$ cat config.mk
export PLATFORM = sky130hd
export DESIGN_NAME = mem_stage_hs
export DESIGN_NICKNAME = d
export VERILOG_FILES = /design/src/rtl/riscvibe_pkg.sv /design/src/rtl/lsu_align.sv /design/src/rtl/mem_stage_hs.sv
export SDC_FILE = /design/constraint.sdc
export NUM_CORES = 1
export LEC_CHECK = 0
export ABC_CLOCK_PERIOD_IN_PS = 2760
export CAP_MARGIN = 20
export CORE_AREA = 5 5 124 126
export CTS_CLUSTER_SIZE = 28
export DETAILED_ROUTE_END_ITERATION = 6
export DIE_AREA = 0 0 129 131
export HOLD_SLACK_MARGIN = 0.15
export PLACE_DENSITY = 0.77
export SLEW_MARGIN = 30
export SYNTH_ARGS = -nofsm -noshare
export SYNTH_HDL_FRONTEND = slang
export SYNTH_SLANG_ARGS = --single-unit
$ cat constraint.sdc
create_clock -name clk -period 2.76 [get_ports clk]
set_input_delay 0.828 -clock clk [delete_from_list [all_inputs] [get_ports clk]]
set_output_delay 0.828 -clock clk [all_outputs]
set_load 0.02 [all_outputs]
$ cat src/rtl/riscvibe_pkg.sv
// Shared types for the RV32I pipeline: pipeline register layouts and the
// memory-stage enums (access width, handshake FSM states, exception causes).
package riscvibe_pkg;

  localparam int MEM_TIMEOUT_DEFAULT = 64;

  // Access width uses the RV32I load/store funct3 encoding.
  typedef enum logic [2:0] {
    MW_B  = 3'b000,
    MW_H  = 3'b001,
    MW_W  = 3'b010,
    MW_BU = 3'b100,
    MW_HU = 3'b101
  } mem_width_e;

  typedef enum logic [2:0] {
    MEM_IDLE  = 3'd0,
    MEM_REQ   = 3'd1,
    MEM_WAIT  = 3'd2,
    MEM_DONE  = 3'd3,
    MEM_DRAIN = 3'd4
  } mem_fsm_e;

  typedef enum logic [1:0] {
    EXC_NONE        = 2'd0,
    EXC_LD_MISALIGN = 2'd1,
    EXC_ST_MISALIGN = 2'd2,
    EXC_BUS_ERR     = 2'd3
  } mem_exc_e;

  typedef struct packed {
    logic        valid;
    logic [31:0] pc;
    logic [31:0] alu_result;
    logic [31:0] rs2_data;
    logic [4:0]  rd;
    logic        reg_write;
    logic        mem_read;
    logic        mem_write;
    logic        mem_to_reg;
    logic [2:0]  funct3;
  } ex_mem_reg_t;

  typedef struct packed {
    logic        valid;
    logic [31:0] pc;
    logic [31:0] alu_result;
    logic [31:0] mem_read_data;
    logic [4:0]  rd;
    logic        reg_write;
    logic        mem_to_reg;
  } mem_wb_reg_t;

  // log2 of the access size in bytes; unknown encodings behave as a word.
  function automatic logic [1:0] width_log2(input logic [2:0] funct3);
    case (funct3)
      MW_B, MW_BU: return 2'd0;
      MW_H, MW_HU: return 2'd1;
      default:     return 2'd2;
    endcase
  endfunction

endpackage

$ cat src/rtl/lsu_align.sv
// Byte-lane steering for stores, load extraction/extension and misalignment
// detection. Purely combinational.
module lsu_align
  import riscvibe_pkg::*;
(
  input  logic [2:0]  funct3,
  input  logic [1:0]  addr_lo,
  input  logic        is_store,
  input  logic [31:0] store_data,
  input  logic [31:0] load_word,
  output logic [3:0]  wstrb,
  output logic [31:0] wdata,
  output logic [31:0] load_data,
  output logic        misaligned
);

  logic [1:0]  size;
  logic [15:0] shifted;

  always_comb begin
    size       = width_log2(funct3);
    shifted    = 16'(load_word >> {addr_lo, 3'b000});
    misaligned = 1'b0;
    wstrb      = 4'b0000;
    wdata      = store_data;
    load_data  = load_word;

    case (size)
      2'd0: begin
        wstrb = 4'b0001 << addr_lo;
        wdata = {4{store_data[7:0]}};
      end
      2'd1: begin
        misaligned = addr_lo[0];
        wstrb      = 4'b0011 << addr_lo;
        wdata      = {2{store_data[15:0]}};
      end
      default: begin
        misaligned = |addr_lo;
        wstrb      = 4'b1111;
      end
    endcase

    // Loads present no byte enables on the bus.
    if (!is_store) wstrb = 4'b0000;

    case (funct3)
      MW_B:    load_data = {{24{shifted[7]}}, shifted[7:0]};
      MW_BU:   load_data = {24'b0, shifted[7:0]};
      MW_H:    load_data = {{16{shifted[15]}}, shifted[15:0]};
      MW_HU:   load_data = {16'b0, shifted[15:0]};
      default: load_data = load_word;
    endcase
  end

endmodule

$ cat src/rtl/mem_stage_hs.sv
// RV32I memory-access stage with a variable-latency valid/ready data port,
// pipeline stall generation, misalignment/bus-error exceptions and flush drain.
module mem_stage_hs
  import riscvibe_pkg::*;
#(
  parameter int ADDR_W         = 32,
  parameter int TIMEOUT_CYCLES = MEM_TIMEOUT_DEFAULT,
  parameter int CNT_W          = (TIMEOUT_CYCLES > 0) ? $clog2(TIMEOUT_CYCLES + 1) : 1
) (
  input  logic              clk,
  input  logic              rst,
  input  logic              flush,
  input  ex_mem_reg_t       ex_mem_in,
  output mem_wb_reg_t       mem_wb_out,
  output logic              stall,
  output logic              dmem_req_valid,
  input  logic              dmem_req_ready,
  output logic [ADDR_W-1:0] dmem_req_addr,
  output logic              dmem_req_we,
  output logic [3:0]        dmem_req_wstrb,
  output logic [31:0]       dmem_req_wdata,
  input  logic              dmem_rsp_valid,
  input  logic [31:0]       dmem_rsp_rdata,
  input  logic              dmem_rsp_err,
  output logic              exc_valid,
  output logic [1:0]        exc_cause
);

  // Handshake: a request transfers on a cycle with dmem_req_valid & dmem_req_ready;
  // once valid is raised it stays up with stable payload until accepted, except
  // that a flush in REQ withdraws it. Exactly one response (dmem_rsp_valid) returns
  // per accepted request, and only one request is ever outstanding.

  localparam logic [CNT_W-1:0] CNT_LAST =
    CNT_W'((TIMEOUT_CYCLES > 0) ? TIMEOUT_CYCLES - 1 : 0);

  mem_fsm_e         state_q, state_d;
  logic [CNT_W-1:0] cnt_q, cnt_d;
  logic [31:0]      cap_data_q, cap_data_d;
  logic             cap_err_q, cap_err_d;

  logic        is_mem, op, aligned_op, misaligned, timeout_hit;
  logic [31:0] load_data;

  lsu_align u_align (
    .funct3     (ex_mem_in.funct3),
    .addr_lo    (ex_mem_in.alu_result[1:0]),
    .is_store   (ex_mem_in.mem_write),
    .store_data (ex_mem_in.rs2_data),
    .load_word  (cap_data_q),
    .wstrb      (dmem_req_wstrb),
    .wdata      (dmem_req_wdata),
    .load_data  (load_data),
    .misaligned (misaligned)
  );

  assign is_mem        = ex_mem_in.mem_read | ex_mem_in.mem_write;
  assign op            = ex_mem_in.valid & is_mem & ~flush;
  assign aligned_op    = op & ~misaligned;
  assign timeout_hit   = (TIMEOUT_CYCLES > 0) && (cnt_q == CNT_LAST);
  assign dmem_req_addr = {ex_mem_in.alu_result[ADDR_W-1:2], 2'b00};
  assign dmem_req_we   = ex_mem_in.mem_write;

  always_comb begin
    state_d    = state_q;
    cnt_d      = cnt_q;
    cap_data_d = cap_data_q;
    cap_err_d  = cap_err_q;

    case (state_q)
      MEM_IDLE: begin
        cnt_d = '0;
        if (aligned_op) state_d = dmem_req_ready ? MEM_WAIT : MEM_REQ;
      end
      MEM_REQ: begin
        if (flush)               state_d = MEM_IDLE;
        else if (dmem_req_ready) state_d = MEM_WAIT;
      end
      MEM_WAIT: begin
        cnt_d = cnt_q + CNT_W'(1);
        if (flush) begin
          // Drain gets a fresh timeout window for the orphaned response.
          cnt_d   = '0;
          state_d = dmem_rsp_valid ? MEM_IDLE : MEM_DRAIN;
        end else if (dmem_rsp_valid) begin
          cap_data_d = dmem_rsp_rdata;
          cap_err_d  = dmem_rsp_err;
          state_d    = MEM_DONE;
        end else if (timeout_hit) begin
          cap_data_d = '0;
          cap_err_d  = 1'b1;
          state_d    = MEM_DONE;
        end
      end
      MEM_DONE: state_d = MEM_IDLE;
      MEM_DRAIN: begin
        cnt_d = cnt_q + CNT_W'(1);
        if (dmem_rsp_valid || timeout_hit) state_d = MEM_IDLE;
      end
      default: state_d = MEM_IDLE;
    endcase
  end

  always_comb begin
    mem_wb_out               = '0;
    mem_wb_out.pc            = ex_mem_in.pc;
    mem_wb_out.alu_result    = ex_mem_in.alu_result;
    mem_wb_out.mem_read_data = load_data;
    mem_wb_out.rd            = ex_mem_in.rd;
    mem_wb_out.reg_write     = ex_mem_in.reg_write;
    mem_wb_out.mem_to_reg    = ex_mem_in.mem_to_reg;
    stall                    = 1'b0;
    dmem_req_valid           = 1'b0;
    exc_valid                = 1'b0;
    exc_cause                = EXC_NONE;

    if (!rst) begin
      case (state_q)
        MEM_IDLE: begin
          dmem_req_valid   = aligned_op;
          stall            = aligned_op;
          mem_wb_out.valid = ex_mem_in.valid & ~flush & ~aligned_op;
          if (op && misaligned) begin
            mem_wb_out.reg_write = 1'b0;
            exc_valid            = 1'b1;
            exc_cause            = ex_mem_in.mem_write ? EXC_ST_MISALIGN : EXC_LD_MISALIGN;
          end
        end
        MEM_REQ: begin
          dmem_req_valid = ~flush;
          stall          = 1'b1;
        end
        MEM_WAIT, MEM_DRAIN: stall = 1'b1;
        MEM_DONE: begin
          mem_wb_out.valid = ex_mem_in.valid & ~flush;
          if (cap_err_q) begin
            mem_wb_out.reg_write = 1'b0;
            exc_valid            = ~flush;
            exc_cause            = flush ? EXC_NONE : EXC_BUS_ERR;
          end
        end
        default: stall = 1'b0;
      endcase
    end
  end

  always_ff @(posedge clk) begin
    if (rst) begin
      state_q    <= MEM_IDLE;
      cnt_q      <= '0;
      cap_data_q <= '0;
      cap_err_q  <= 1'b0;
    end else begin
      state_q    <= state_d;
      cnt_q      <= cnt_d;
      cap_data_q <= cap_data_d;
      cap_err_q  <= cap_err_d;
    end
  end

  // A response with nothing outstanding is a memory-side protocol violation.
  property p_no_stray_rsp;
    @(posedge clk) disable iff (rst)
      dmem_rsp_valid |-> !(state_q inside {MEM_IDLE, MEM_REQ});
  endproperty
  a_no_stray_rsp: assert property (p_no_stray_rsp);

endmodule

## Word-level counts from Yosys, hierarchy flattened

Cells that the tools add are included.

| storage, ports and cells | value |
|---|---|
| output and inout port bits | 178 |
| input port bits | 147 |
| logic and storage cells | 85 |
| register bits after elaboration | 43 |

| cells by class | value |
|---|---|
| bitwise gates (word level) | 9 |
| add/sub/neg operators | 1 |
| shifts and indexed selects | 3 |
| reduce and logical (&&, ||, !) cells | 13 |
| muxes and demuxes | 42 |
| eq/ne operators | 13 |

Operators with widths:

| cell | count |
|---|---|
| 32-bit one-hot mux with 4 select lines | 1 |
| 32-bit two-way mux | 2 |
| 32-bit one-hot mux with 2 select lines | 1 |
| 32-bit by 5-bit right shift with 16-bit output | 1 |
| 3-bit two-way mux | 8 |
| 7-bit one-hot mux with 3 select lines | 1 |
| 2-bit two-way mux | 6 |
| 1-bit one-hot mux with 2 select lines | 6 |
| 3-bit one-hot mux with 4 select lines | 1 |
| 1-bit two-way mux | 11 |
| 3-bit equality test, second input constant | 3 |
| 2-bit one-hot mux with 2 select lines | 2 |
| 4-bit one-hot mux with 2 select lines | 1 |
| 7-bit by 1-bit adder with 7-bit output, second input constant | 1 |
| 7-bit by 6-bit equality test with 1-bit output, second input constant | 1 |
| 7-bit two-way mux | 1 |
| 3-bit by 1-bit equality test with 1-bit output, second input constant | 2 |
| 3-bit by 2-bit equality test with 1-bit output, second input constant | 2 |
| 3-bit zero test | 2 |
| 2-bit OR reduction | 3 |
| 1-bit bitwise AND | 5 |
| 4-bit two-way mux | 1 |
| 2-bit != test, second input constant | 2 |
| 4-bit != test, second input constant | 1 |
| other kinds (14) | 16 |

## Longest topological paths before layout

| depth | value |
|---|---|
| depth after elaboration | 11 |
| gate-level depth with buffers | 7 |
| depth with buffers taken out | 5 |

## Hierarchy

Synthesis repeated with hierarchy kept, for this count alone.

| second synthesis, totals | value |
|---|---|
| cell total of the unflattened synthesis | 530 |
| area, all modules | 4115.2 um^2 |

Modules (own cells, without submodules):

| module | seq. area each (um^2) | times used | cells each | area an instance (um^2) |
|---|---|---|---|---|
| mem_stage_hs | 860.8 | 1 | 345 | 2765.2 |
| lsu_align | 0.0 | 1 | 185 | 1350.0 |

## Worst setup path after synthesis

No wires, ideal clock.

| path | value |
|---|---|
| path type | in2out |
| start point | in ex_mem_in[0] in the netlist's numbering |
| end point | out exc_cause[0] |
| slack | -0.518 ns |
| stages on the path | 5 |
| arrival | 2.450 ns |
| path buffers | 1 |
| cells stage by stage | clkbuf_1 -> and2_1 -> o2111ai_1 -> a21oi_1 -> a21boi_0 |

| between the ends | value |
|---|---|
| word-level cells in the longest chain between the ends | 9 |
| elaborated cells on any way between the ends | 14 |
| classes of those cells | eq/ne (4); mux (5); reduce/logical (5) |

Ends and longest elaborated chain:

| item | RTL line | text |
|---|---|---|
| start: declaration | mem_stage_hs.sv:13 | `input ex_mem_reg_t ex_mem_in,` |
| 3-bit by 1-bit equality test with 1-bit output, or another cell as far along | riscvibe_pkg.sv:56 | `case (funct3)` |
| 2-bit OR reduction | riscvibe_pkg.sv:56 |  |
| 2-bit one-hot mux with 2 select lines * | riscvibe_pkg.sv:56 |  |
| 2-bit by 1-bit equality test with 1-bit output / 2-bit zero test (equally long branches) | lsu_align.sv:28 | `case (size)` |
| 1-bit one-hot mux with 2 select lines * | lsu_align.sv:28 |  |
| 1-bit logical AND * | mem_stage_hs.sv:123 | `if (op && misaligned) begin` |
| 2-bit two-way mux * | mem_stage_hs.sv:123 |  |
| 2-bit one-hot mux with 2 select lines * | mem_stage_hs.sv:118 | `case (state_q)` |
| 2-bit two-way mux * | mem_stage_hs.sv:117 | `if (!rst) begin` |
| end: declaration | mem_stage_hs.sv:26 | `output logic [1:0] exc_cause` |

Every way passes the cells marked *; elsewhere a longest branch is shown, timed or not.

==> impl_metrics.yaml <==
clock_network:
  cts.sinks: 43
  cts-root-buf: "clkbuf_16"
  cts_tree: "done"
  cts_buffers: 5
  clk_latency_ns: 0.29
  clockBufferDepth: 2
  holdBufCountCts: 0
  clkSlewWorstSetupHoldPaths_ns: 0.06
  htree_levels: 2
setup_path:
  crit_top_cell: "buf_6"
  r2r_cells: 5
  startpoint_type: "input port"
  arrival_ns: 2.17
  cp-endpoint: "mem_wb_out[24]"
  r2r-start: "state_q[2]$_SDFFE_PP0P_"
  r2r-end: "cap_data_q[12]$_SDFFE_PP0P_"
  worstPathMaxFanout: 6
  slowest_stage: "mux4_2"
  worstPathCellList: "buf_8 > mux4_2 > mux2i_4 > buf_6 > buf_12 > o22ai_4 > buf_6"
  worstPathRequired_ns: 1.93
  critPathKind: "in2out"
  crit_path_max_incr_delay_ns: 0.55
  rrSetupSlack_ns: 0.86
  critPathCaptureType: "primary output"
  startpoint: "ex_mem_in[44]"
synthesis:
  synth_edf_count: 0
  ys.warnings.count: 0
  synth-xor-area-share: 0.0113
  synthSimpleGateAreaFrac: 0.163
  synth.area.mux_share: 0.0843
  async_reset_ff_frac: 0
  synth-main-ff-cell: "dfxtp_1"
  avgSynthCellArea_um2: 7.29
  yosys_register_bits: 43
  synth_compound_gate_area_share: 0.236
  synthCells: 531
  synth_seq_area_share: 0.222
  synth-adder-area-share: 0.00323
  netlist_area_um2: 3870
  synth_top_family_by_area: "buffers and inverters"
  synth_cell_types: 53
place:
  port_buffers: 156
  dp.cells: 773
  gp_congestion: 0.827
  dp_hpwl_mm: 11.0
pwr:
  combPwrFrac: 0.409
  p_per_area_nw_per_um2: 363
  power_switching_share: 0.340
  ir_drop_mv: 0.250
  p_sw_uw: 732
  p_seq_frac: 0.320
  power.internal_uw: 1420
  p_leak_uw: 0.00230
  p_clk_frac: 0.271
  power_uw: 2150
die:
  num_rows: 44
  die_area_um2: 16900
  floorplan.initialDensity: 0.273
  core-area_um2: 14200
  die_y_um: 131
  dieWidth_um: 129
  pin_count: 325
timing:
  rsz0062_at_grt: "yes"
  max_freq_mhz: 333
  fin_crit_sh: 1.09
  setup_viol: 33
  final-max-slew-violation-count: 0
  setup_ws_ns: -0.239
  clock_skew_ns: 0.00854
  fin_crit_ns: 3.00
  hold_viol: 0
  setup-tns-final_ns: -5.36
drt:
  vias: 4071
  drc: 0
  drtPass1Iterations: 4
  drtIter0Drc: 234
  wl_per_cell_um: 18.4
  vias_per_cell: 4.99
  ant_nets: 0
  wl_mm: 15.0
grt:
  antenna_found_initial: 0
  grt-ovfl-total: 0
  track_usage: 0.161
  grt_pass1_wl_mm: 21.7
  grt_pass1_vias: 4063
  grt_max_degree: 39
finish:
  final_cell_count_no_fill: 816
  area_growth_pct: 52.9
  layout.nets: 779
  diodes: 0
  n_fill_cell: 1392
  drive_above_1_share: 0.392
run_status:
  status: "finished with violations"
  violations: "negative setup slack"
hold_path:
  min_path_cells: 2
  hp-class: "reg2reg"
run:
  cap_violations: 0
==> synth_stat cells, types with 4 or more instances <==
| cell type | number | area [µm²] |
|---|---|---|
| xor2_1 | 4 | 35.0 |
| nand3_1 | 6 | 30.0 |
| nor2_1 | 21 | 78.8 |
| buf_2 | 7 | 35.0 |
| inv_1 | 10 | 37.5 |
| nand2_1 | 72 | 270 |
| o21ai_0 | 61 | 305 |
| buf_4 | 111 | 833 |
| o21ai_1 | 12 | 60.1 |
| clkbuf_1 | 25 | 93.8 |
| a22o_1 | 6 | 52.6 |
| mux2_2 | 16 | 180 |
| a21oi_1 | 40 | 200 |
| nor2b_1 | 8 | 50.1 |
| o22ai_1 | 4 | 25.0 |
| a221oi_1 | 7 | 61.3 |
| and2_1 | 4 | 25.0 |
| dfxtp_1 | 43 | 861 |
| a22oi_1 | 6 | 45.0 |
| mux2i_1 | 11 | 110 |
==> logic make-up (layout without fill, tap and decap cells) <==
family | count (synthesis) | in the layout
adders and majority gates | 1 | 1
muxes | 29 | 29
buffers and inverters | 161 | 261
xor gates and xnor gates | 5 | 5
other | 1 | 2
AOI/OAI and AO/OA | 157 | 157
and+or+nand+nor | 134 | 134
DFF | 43 | 43
==> placed cells by master, fill, tap and decap left out, types with 9 or more instances in the layout <==
cell type,synthesis,routed
a21oi_1,40,38
buf_2,7,15
buf_4,111,53
buf_6,2,68
clkbuf_2,0,10
clkdlybuf4s50_1,0,73
dfxtp_1,43,43
dlygate4sd2_1,0,17
inv_1,10,9
mux2_2,16,16
mux2i_1,11,10
nand2_1,72,66
nor2_1,21,19
o21ai_0,61,33
o21ai_1,12,11
o21ai_2,0,24
==> flip-flops by register name, summed over array words and instances, names as in the netlist <==
signal      cells
state_q         3
cap_data_q     32
cnt_q           7
cap_err_q       1
==> cell type report <==
type | count | area, µm² | area share
Multi-Input combinational cell | 328 | 2370 | 0.401
Timing Repair Buffer | 243 | 2270 | 0.384
Sequential cell | 43 | 861 | 0.145
Tap cell | 184 | 230 | 0.0389
Clock buffer | 6 | 129 | 0.0218
Inverter | 10 | 41.3 | 0.00698
Clock inverter | 2 | 12.5 | 0.00211
==> worst min-delay path by stage <==
stage                               start  slack, ns                    endpoint
2_1_floorplan  cap_data_q[0]$_SDFFE_PP0P_       0.45  cap_data_q[0]$_SDFFE_PP0P_
3_3_place_gp   cap_data_q[0]$_SDFFE_PP0P_       0.47  cap_data_q[0]$_SDFFE_PP0P_
3_5_place_dp   cap_data_q[0]$_SDFFE_PP0P_       0.47  cap_data_q[0]$_SDFFE_PP0P_
4_1_cts        cap_data_q[0]$_SDFFE_PP0P_       0.48  cap_data_q[0]$_SDFFE_PP0P_
5_1_grt        cap_data_q[0]$_SDFFE_PP0P_       0.52  cap_data_q[0]$_SDFFE_PP0P_
6_report       cap_data_q[0]$_SDFFE_PP0P_       0.48  cap_data_q[0]$_SDFFE_PP0P_
==> worst max-delay path: cells and delay by family <==
family	cells	cell delay (ns)
compound gates	1	0.05
buf+inv	4	0.52
mux	2	0.76
==> per-layer routing <==
layer  global-route usage  vias up  share of wire
li1                     -     1921              -
met1                0.158     1862           0.33
met2                0.306      248           0.52
met3               0.0667       40           0.12
met4               0.0519        0          0.027
met5                    0        -              0
==> power by group through the flow <==
| stage | logic, µW | clock network (µW) | registers [µW] |
|---|---|---|---|
| 3_3_place_gp | 778 | 0 | 695 |
| 2_1_floorplan | 634 | 0 | 683 |
| 3_5_place_dp | 786 | 0 | 696 |
| 4_1_cts | 824 | 593 | 685 |
| 5_1_grt | 941 | 622 | 693 |
| 6_report | 880 | 583 | 688 |
==> through the flow <==
| stage | area (µm²) | setup slack, ns | utilization | hold slack [ns] |
|---|---|---|---|---|
| after floorplan | 3920 | -0.0132 | - | 0.454 |
| after global placement | 5080 | -1.10 | 0.358 | 0.468 |
| after detailed placement | 5080 | -1.14 | 0.358 | 0.468 |
| after CTS | 5650 | -0.238 | 0.397 | 0.477 |
| after global routing | 5920 | -0.275 | 0.417 | 0.516 |
| final | 5920 | -0.239 | 0.417 | 0.479 |
==> what timing repair did <==
action / in CTS / in global routing
cloned: 2 / 1
pin swaps: 15 / 19
endpoints found under the setup margin: 78 / 51
hold endpoints to repair: 0 / 0
gates resized for setup: 395 / 85
setup buffers: 19 / 13
Power figures use the tool's default switching activity.
